<file path="config.mk">
export PLATFORM = sky130hd
export DESIGN_NAME = alu_arbiter
export DESIGN_NICKNAME = d
export VERILOG_FILES = /design/src/rtl/alu_arbiter.sv
export SDC_FILE = /design/constraint.sdc
export NUM_CORES = 1
export LEC_CHECK = 0
export CORE_MARGIN = 4
export CORE_UTILIZATION = 39
export CTS_BUF_LIST = sky130_fd_sc_hd__clkbuf_4
export DETAILED_ROUTE_END_ITERATION = 10
export PLACE_DENSITY = 0.87
export SETUP_SLACK_MARGIN = 0.15
export SLEW_MARGIN = 5
export SYNTH_ARGS = -nofsm -noshare
export SYNTH_HDL_FRONTEND = slang
export SYNTH_SLANG_ARGS = --single-unit
</file>
<file path="constraint.sdc">
create_clock -name Clk -period 1.6 [get_ports Clk]
set_input_delay 0.24 -clock Clk [delete_from_list [all_inputs] [get_ports Clk]]
set_output_delay 0.24 -clock Clk [all_outputs]
set_load 0.005 [all_outputs]
</file>
<file path="src/rtl/alu_arbiter.sv">
// ---------------------------------------------------------------------------
// alu_arbiter
//
// Shares one combinational 16-bit ALU between two requesters.
//
// Each accepted operation takes three cycles:
//   IDLE - accept one request
//   EXEC - the ALU evaluates the captured operands
//   RESP - hold the result until the consumer takes it
//
// When both requesters are valid in the same cycle, round-robin arbitration
// picks the one that was not granted last.
//
// The ALU itself lives outside this block. The arbiter drives the ALU
// operand/function inputs from registers and samples the ALU output at the
// end of EXEC.
//
// ALU function select (ALUK):
//   00 ADD    (wraps modulo 2^WIDTH, no carry out)
//   01 AND
//   10 NOT A
//   11 PASS A
//
// Ports:
//   Clk          system clock; all state updates on the rising edge
//   Reset        synchronous, active-high reset
//   reqN_valid   requester N has an operation
//   reqN_ready   requester N operation accepted this cycle (combinational)
//   reqN_a/b     requester N operands
//   reqN_aluk    requester N ALU function select
//   alu_regA/B   registered operands to the ALU
//   alu_ALUK     registered function select to the ALU
//   alu_result   combinational result from the ALU
//   rsp_valid    a response is being held
//   rsp_ready    consumer takes the response
//   rsp_id       requester that owns the response
//   rsp_data     registered ALU result
//   rsp_nzp      one-hot {N,Z,P} condition code of rsp_data
//   busy         high in EXEC or RESP
// ---------------------------------------------------------------------------
module alu_arbiter #(
    parameter int WIDTH = 16
) (
    input  logic             Clk,
    input  logic             Reset,

    input  logic             req0_valid,
    output logic             req0_ready,
    input  logic [WIDTH-1:0] req0_a,
    input  logic [WIDTH-1:0] req0_b,
    input  logic [1:0]       req0_aluk,

    input  logic             req1_valid,
    output logic             req1_ready,
    input  logic [WIDTH-1:0] req1_a,
    input  logic [WIDTH-1:0] req1_b,
    input  logic [1:0]       req1_aluk,

    output logic [WIDTH-1:0] alu_regA,
    output logic [WIDTH-1:0] alu_regB,
    output logic [1:0]       alu_ALUK,
    input  logic [WIDTH-1:0] alu_result,

    output logic             rsp_valid,
    input  logic             rsp_ready,
    output logic             rsp_id,
    output logic [WIDTH-1:0] rsp_data,
    output logic [2:0]       rsp_nzp,
    output logic             busy
);

    typedef enum logic [1:0] {
        IDLE = 2'd0,
        EXEC = 2'd1,
        RESP = 2'd2
    } state_t;

    state_t state;

    // Requester granted most recently.
    // Resets to 1 so that requester 0 wins the first tie.
    logic last_grant;

    // Combinational arbitration result for the current IDLE cycle.
    logic grant_any;
    logic grant_id;

    // Condition codes of a result: exactly one of N, Z, P is set.
    function automatic logic [2:0] calc_nzp(input logic [WIDTH-1:0] value);
        if (value == '0) begin
            return 3'b010;
        end else if (value[WIDTH-1]) begin
            return 3'b100;
        end else begin
            return 3'b001;
        end
    endfunction

    // -----------------------------------------------------------------------
    // Arbitration
    //
    // A grant is only offered in IDLE and never while Reset is high, so a
    // request presented together with Reset is never transferred.
    // -----------------------------------------------------------------------
    always_comb begin
        // NOTE: every output of this block gets a default first, so no path
        // leaves it unassigned and no latch is inferred.
        grant_any = 1'b0;
        grant_id  = 1'b0;

        if (!Reset && state == IDLE) begin
            if (req0_valid && req1_valid) begin
                // Tie: alternate away from whoever was served last.
                grant_any = 1'b1;
                grant_id  = ~last_grant;
            end else if (req0_valid) begin
                grant_any = 1'b1;
                grant_id  = 1'b0;
            end else if (req1_valid) begin
                grant_any = 1'b1;
                grant_id  = 1'b1;
            end
        end
    end

    // A grant only exists when the requester is valid, so ready implies a
    // transfer in the same cycle.
    assign req0_ready = grant_any & ~grant_id;
    assign req1_ready = grant_any &  grant_id;

    // -----------------------------------------------------------------------
    // Operation sequencer with registered outputs
    // -----------------------------------------------------------------------
    always_ff @(posedge Clk) begin
        if (Reset) begin
            // An operation caught in EXEC or RESP is dropped without a
            // response.
            // NOTE: sequential state uses non-blocking assignments only, so
            // every register samples the pre-edge value of every other one.
            state      <= IDLE;
            last_grant <= 1'b1;
            alu_regA   <= '0;
            alu_regB   <= '0;
            alu_ALUK   <= 2'b00;
            rsp_id     <= 1'b0;
            rsp_data   <= '0;
            rsp_nzp    <= 3'b010;
            rsp_valid  <= 1'b0;
            busy       <= 1'b0;
        end else begin
            case (state)
                IDLE: begin
                    // With no grant, the alu_* registers keep their last
                    // values.
                    if (grant_any) begin
                        if (grant_id) begin
                            alu_regA <= req1_a;
                            alu_regB <= req1_b;
                            alu_ALUK <= req1_aluk;
                        end else begin
                            alu_regA <= req0_a;
                            alu_regB <= req0_b;
                            alu_ALUK <= req0_aluk;
                        end
                        rsp_id     <= grant_id;
                        last_grant <= grant_id;
                        busy       <= 1'b1;
                        state      <= EXEC;
                    end
                end

                EXEC: begin
                    // The ALU sees stable registered inputs for this whole
                    // cycle. Its result is captured unchanged.
                    rsp_data  <= alu_result;
                    rsp_nzp   <= calc_nzp(alu_result);
                    rsp_valid <= 1'b1;
                    state     <= RESP;
                end

                RESP: begin
                    // Hold everything until the consumer accepts. Both
                    // readies stay low meanwhile because the state is not
                    // IDLE.
                    if (rsp_ready) begin
                        rsp_valid <= 1'b0;
                        busy      <= 1'b0;
                        state     <= IDLE;
                    end
                end

                default: begin
                    rsp_valid <= 1'b0;
                    busy      <= 1'b0;
                    state     <= IDLE;
                end
            endcase
        end
    end

endmodule

</file>
==> results of run 1 <==
-- worst max path at each step --
stage / from / slack [ps] / to
after floorplan: state[0] / 180 / req0_ready
after global placement: req1_valid / -280 / req1_ready
after detailed placement: req1_valid / -300 / req1_ready
after CTS: state[0] / -100 / rsp_id
after global routing: state[0] / -210 / rsp_id
final: state[0] / -160 / rsp_id
-- worst max-delay path, cell delays in order, from the launching register on --
cell     delay, ps
dfxtp_2        330
buf_6          110
nor3_4         210
nand2_2         90
buf_6          120
buf_6          100
buf_6          100
buf_6          110
buf_6          100
buf_6          100
buf_6          100
buf_6          100
a21oi_2        120
-- placed cells by master, fill, tap and decap left out, types with 4 or more instances in the layout --
cell | synthesis | layout
dfxtp_2 | 0 | 29
a311oi_1 | 22 | 21
nor4_1 | 4 | 4
nor2_1 | 7 | 6
clkbuf_4 | 1 | 9
nand2_1 | 85 | 84
buf_4 | 4 | 22
o2bb2ai_1 | 9 | 9
dlygate4sd2_1 | 0 | 56
clkdlybuf4s50_1 | 0 | 86
dfxtp_1 | 59 | 30
buf_12 | 0 | 5
a21oi_1 | 45 | 44
a32oi_1 | 9 | 9
a311oi_2 | 3 | 4
buf_6 | 4 | 12
-- layout make-up --
type                    count  share of cell area
clock inverters             6             0.00755
multi-input cells         204               0.268
clock buffers               9              0.0151
well taps                  77              0.0215
inverters                   1            0.000839
repair buffers            188               0.415
flip-flops and latches     59               0.272
-- per-stage QoR --
stage | TNS (ps) | total power [mW] | instance area, µm² | hold slack, ps | setup slack [ps]
final | -284 | 3.54 | 4470 | 436 | -162
after floorplan | 0 | 2.09 | 2520 | 376 | 175
after detailed placement | -7240 | 2.69 | 4120 | 448 | -296
after CTS | -112 | 3.49 | 4340 | 397 | -104
after global placement | -5300 | 2.67 | 4120 | 441 | -282
after global routing | -435 | 3.73 | 4470 | 420 | -210
-- state kept, by name (all words and copies together) (netlist names) --
signal,count
alu_ALUK,2
alu_regA,16
alu_regB,16
busy,1
last_grant,1
rsp_data,16
rsp_id,1
rsp_nzp,3
rsp_valid,1
state,2
-- kinds of logic after synthesis --
| kind of cell | synth area share |
|---|---|
| AO/OA/AOI/OAI | 0.281 |
| AND/OR/NAND/NOR | 0.184 |
| flip-flops | 0.469 |
| buffers and inverters | 0.0660 |
-- timing repair --
item	CTS	global route
pin swaps	4	4
cloned	1	2
hold endpoints to repair	0	0
setup buffers	13	4
resized for setup	103	20
endpoints found under the setup margin	64	40
-- power by group through the flow --
stage / logic [mW] / clock network [mW] / registers, mW
6_report: 1.04 / 0.823 / 1.68
4_1_cts: 0.968 / 0.849 / 1.67
5_1_grt: 1.13 / 0.910 / 1.69
2_1_floorplan: 0.387 / 0 / 1.71
3_3_place_gp: 0.974 / 0 / 1.69
3_5_place_dp: 0.988 / 0 / 1.70
-- metal layers --
layer / GRT usage / share of wire / wire length (µm)
met1: 0.258 / 0.40 / 3500
met2: 0.361 / 0.50 / 4310
met5: 0 / 0 / 0
met3: 0.0698 / 0.084 / 731
met4: 0.0879 / 0.016 / 141
==> reports/qor.yml, run 1 <==
rsz0062_at_grt: "true"
avgRoutedWirePerCell_um: 16.0
min_path_type: "primary input to flop"
synth_nets: 380
synth_edf_count: 0
slew_headroom: 0.624
power_frac_comb: 0.293
synthCells: 291
syn_area_per_cell_um2: 8.66
yosys_warnings: 0
clock-sinks: 59
worst_slack_ps: -162
diodes: 0
start_util: 0.399
worstPathRequired_ps: 1900
finalMaxSlewViolations: 0
synth-async-reset-ratio: 0
core_area_um2: 6310
setup_violations: 2
grt_max_degree: 51
die_area_um2: 7810
p_seq_frac: 0.474
die_width_um: 88.4
ctsRootBufferMaster: "clkbuf_4"
drv_cap: 0
ir_worst_vdd_v: 0.000472
dp.cells: 509
period_minus_slack_ps: 1760
timing.rr.end: "rsp_id"
r2r_cells: 12
grt_pass1_vias: 2817
insertion_delay_ps: 370
holdBufCountCts: 0
hpwl_um: 6000
first_iter_violations: 103
p_int_mw: 2.51
grt_overflow: 0
startpoint_type: "flop"
die_h_um: 88.4
reg2reg_from: "state[0]"
antenna_found_initial: 0
worstSetupEndpointType: "flop"
multi_input_area_um2: 1200
p_switching_mw: 1.02
htree_levels: 3
clock_path_buffers: 2
worst_pin_slew_ps: 564
num_vias: 2827
post-synth-top-count-cell: "nand2_1"
nFillCells: 515
routabilityCongestion: 0.762
leakage_nw: 1.92
cts_buffers: 9
fmax_mhz: 567
p_sw_frac: 0.290
crit_fanout: 2
violations: "setup timing"
clock-skew-final_ps: 14.0
cts.clk_slew.worst_paths_ps: 100
drive_gt1_frac: 0.229
avgViaCountPerCell: 5.20
min_from: "req0_a[2]"
final_nets: 552
fin_util: 0.708
ff_latch_area_um2: 1220
status: "complete, but fails checks"
drc_errors: 0
fin_cells: 544
dr.pass1.iters: 4
clkPwrFrac: 0.233
min_to: "alu_regA[2]"
synth_area_leader_cell: "dfxtp_1"
port_buffers: 146
netlist_area_um2: 2520
cts_tree: "done"
areaGrowthSynthToFinish_pct: 77.5
rrSetupSlack_ps: -160
synth_common_cells: "nand2_1 (85), dfxtp_1 (59), a21oi_1 (45)"
synth_area_leaders: "dfxtp_1 (47%), nand2_1 (13%), a21oi_1 (8.9%)"
period_share: 1.10
crit_type: "flop to flop"
arrival_ps: 2060
synth_seq_area_share: 0.469
grt_usage: 0.217
power_density_nw_per_um2: 790
io_pins: 147
drtAntennaViolNets: 0
grt_pass1_wl_um: 13200
ys_types: 33
synth-main-ff-cell: "dfxtp_1"
hold_viol: 0
synth-seq-cells: 59
hold-path-cell-count: 3
num_rows: 29
wl_um: 8680
synth.top_cell.area_share: 0.469
Note: power is estimated with default switching activity, not from simulation.
==> run 2, diff against run 1 <==
--- a/config.mk
+++ b/config.mk
@@ -5,6 +5,7 @@
 export SDC_FILE = /design/constraint.sdc
 export NUM_CORES = 1
 export LEC_CHECK = 0
+export ABC_AREA = 0
 export CORE_MARGIN = 4
 export CORE_UTILIZATION = 39
 export CTS_BUF_LIST = sky130_fd_sc_hd__clkbuf_4
==> results of run 2 <==
Same layout as run 1: the final DEF is identical, and so are final timing and power.
==> run 3, diff against run 2 <==
--- a/config.mk
+++ b/config.mk
@@ -7,10 +7,11 @@
 export LEC_CHECK = 0
 export ABC_AREA = 0
 export CORE_MARGIN = 4
-export CORE_UTILIZATION = 39
+export CORE_UTILIZATION = 35
 export CTS_BUF_LIST = sky130_fd_sc_hd__clkbuf_4
 export DETAILED_ROUTE_END_ITERATION = 10
-export PLACE_DENSITY = 0.87
+export MAX_ROUTING_LAYER = met4
+export PLACE_DENSITY = 0.83
 export SETUP_SLACK_MARGIN = 0.15
 export SLEW_MARGIN = 5
 export SYNTH_ARGS = -nofsm -noshare
==> constraint.sdc (replaced) <==
create_clock -name Clk -period 1.59 [get_ports Clk]
set_input_delay 0.2385 -clock Clk [delete_from_list [all_inputs] [get_ports Clk]]
set_output_delay 0.2385 -clock Clk [all_outputs]
set_load 0.005 [all_outputs]
==> run 3 against run 2 <==
  * The flow still finishes with violations (setup timing)
  * Sequential power about the same
  * Combinational power rose by 6%
  * Clock skew hardly changed
  * Flip-flop and latch count is the same
  * Worst setup slack worse by 32 ps
  * Critical path depth did not move
  * Clock power increased by 49%
  * Via count grew 2.5%
  * Worst hold slack worse by 25 ps
  * Non-clock buffer count increased by 7
  * Core utilization fell by 3.3 points
  * Count of clock-buffer cells in the layout is 2 higher
  * Critical path type is now primary input to flop
  * Highest routed layer unchanged
==> reports/qor.yml, run 3 (same netlist as run 1, synthesis figures left out) <==
power_density_nw_per_um2: 862  # +9.0%
drv_cap: 0  # unchanged
drtAntennaViolNets: 0  # unchanged
violations: "setup timing"
startpoint_type: "primary input"
dpl_cell_area_um2: 4160  # +0.94%
dp.cells: 530  # +4.1%
die_area_um2: 8620  # +10%
port_buffers: 146  # unchanged
hold_viol: 0  # unchanged
drive_gt1_frac: 0.269  # +0.0404
die_width_um: 92.9  # +5.1%
critPathBufInv: 9  # unchanged
grt_overflow: 0  # unchanged
setup_violations: 2  # unchanged
slowest_delay_ps: 550  # +220 ps
clock_path_buffers: 2  # unchanged
cp_top_family: "buffers and inverters"
io_pins: 147  # unchanged
start_util: 0.365  # -0.0343
top_layer: "met4"
worst_slack_ps: -195  # -32.4 ps
leakage_nw: 2.01  # +4.4%
cp_slowest_cell: "clkdlybuf4s50_1"
grt_usage: 0.218  # +0.000949
arrival_ps: 2100  # +40 ps
grt_pass1_wl_um: 14300  # +8.0%
num_vias: 2899  # +2.5%
final_common_cell: "clkdlybuf4s50_1"
fmax_mhz: 560
fin_setup_tns_ps: -284  # -0.237 ps
final_area_um2: 4670  # +4.3%
antenna_found_initial: 0  # unchanged
cts_tree: "done"
num_rows: 30  # +3.4%
drc_errors: 0  # unchanged
crit_start: "req1_valid"
die_h_um: 92.9  # +5.1%
period_share: 1.12
finalMaxSlewViolations: 0  # unchanged
clock-skew-final_ps: 13.9  # -0.0661 ps
nFillCells: 567  # +10%
cts_buffers: 9  # unchanged
crit_fanout: 5  # +3
grt_max_degree: 51  # unchanged
top_regs: "alu_regA (16), alu_regB (16), rsp_data (16)"
status: "complete, but fails checks"
worst_pin_slew_ps: 563  # -0.600 ps
areaGrowthSynthToFinish_pct: 85.2
min_from: "alu_result[6]"
rsz0062_at_grt: "true"
worstSetupEndpointType: "flop"
clock-sinks: 59  # unchanged
grt_pass1_vias: 2880  # +2.2%
ctsRootBufferMaster: "clkbuf_4"
first_iter_violations: 91  # -12%
htree_levels: 3  # unchanged
power_mw: 4.02  # +14%
hpwl_um: 6270  # +4.4%
insertion_delay_ps: 380  # about the same
slew_headroom: 0.624  # about the same
avgRoutedWirePerCell_um: 16.5  # +3.4%
wl_met3_um: 650  # -11%
ir_worst_vdd_v: 0.000515  # +9.1%
dr.pass1.iters: 4  # unchanged
period_minus_slack_ps: 1780
wl_um: 9430  # +8.5%
wl_met1_um: 3950  # +13%
holdBufCountCts: 0  # unchanged
layout_common_cells: "clkdlybuf4s50_1 (86), nand2_1 (72), dlygate4sd2_1 (56), a21oi_1 (44), dfxtp_2 (34)"
avgViaCountPerCell: 5.08  # -2.3%
routabilityCongestion: 0.750  # -1.6%
min_path_type: "primary input to flop"
worstPathRequired_ps: 1910  # about the same
fin_cells: 571  # +5.0%
crit_type: "primary input to flop"
core_area_um2: 6910  # +9.4%
crit_chain: "clkdlybuf4s50_1 -> a21boi_4 -> nand2_2 -> buf_6 -> buf_6 -> buf_6 -> buf_6 -> buf_6 -> buf_6 -> buf_6 -> buf_6 -> a21oi_2"
final_nets: 559  # +1.3%
wl_met2_um: 4690  # +8.9%
reg2reg_from: "state[1]"
timing.hold.ws_ps: 410  # -25.4 ps
worst_path_most_repeated_cell: "buf_6"
cts.clk_slew.worst_paths_ps: 110  # about the same
diodes: 0  # unchanged
[run 3: changes by cell type in the layout (fill, tap and decap cells not counted), moves of 3 or more]
cell	change
buf_6	+4
dfxtp_1	-5
nand2_2	+12
buf_4	+3
dfxtp_2	+5
nand2_1	-12
[run 3: metrics by stage]
step | setup slack, ps | util
final | -195 | 0.676
after global routing | -232 | 0.676
after CTS | -133 | 0.656
after detailed placement | -309 | 0.602
after global placement | -279 | 0.602
after floorplan | 167 | -
[run 3: power by group]
part / total, mW / leakage (nW) / switching [mW] / internal [mW]
sequential: 1.69 / 0.498 / 0.0672 / 1.62
combinational: 1.10 / 1.42 / 0.462 / 0.640
clock: 1.23 / 0.0868 / 0.561 / 0.669
[run 3: final timing paths]
kind / endpoint / slack, ps / depth (start not counted)
setup / recovery: rsp_id / -190 / 12
hold / removal: rsp_data[6] / 410 / 3
setup reg to reg: rsp_id / -170 / 12
hold reg to reg: rsp_data[7] / 460 / 2
[run 3: final cells by class]
class / instances / area [µm²] / share of cell area
repair buffers: 195 / 1940 / 0.417
flip-flops and latches: 59 / 1220 / 0.262
multi-input cells: 204 / 1210 / 0.260
well taps: 96 / 120 / 0.0257
clock buffers: 11 / 82.6 / 0.0177
clock inverters: 5 / 77.6 / 0.0166
inverters: 1 / 3.75 / 0.000805
[run 3: worst min-delay path: stages]
cell and delay (ps):
clkdlybuf4s50_1 420, nand2_1 60, a21oi_1 50
[run 3: layer usage]
| metal | track usage | vias up |
|---|---|---|
| li1 | - | 1415 |
| met1 | 0.252 | 1336 |
| met2 | 0.370 | 132 |
| met3 | 0.0479 | 16 |
| met4 | 0.0806 | 0 |
| met5 | - | - |
[run 3: what timing repair did]
item,CTS,global route
endpoints found under the setup margin,84,30
buffers inserted,17,4
resized for setup,119,20
pin swaps,4,8
gates cloned,2,2
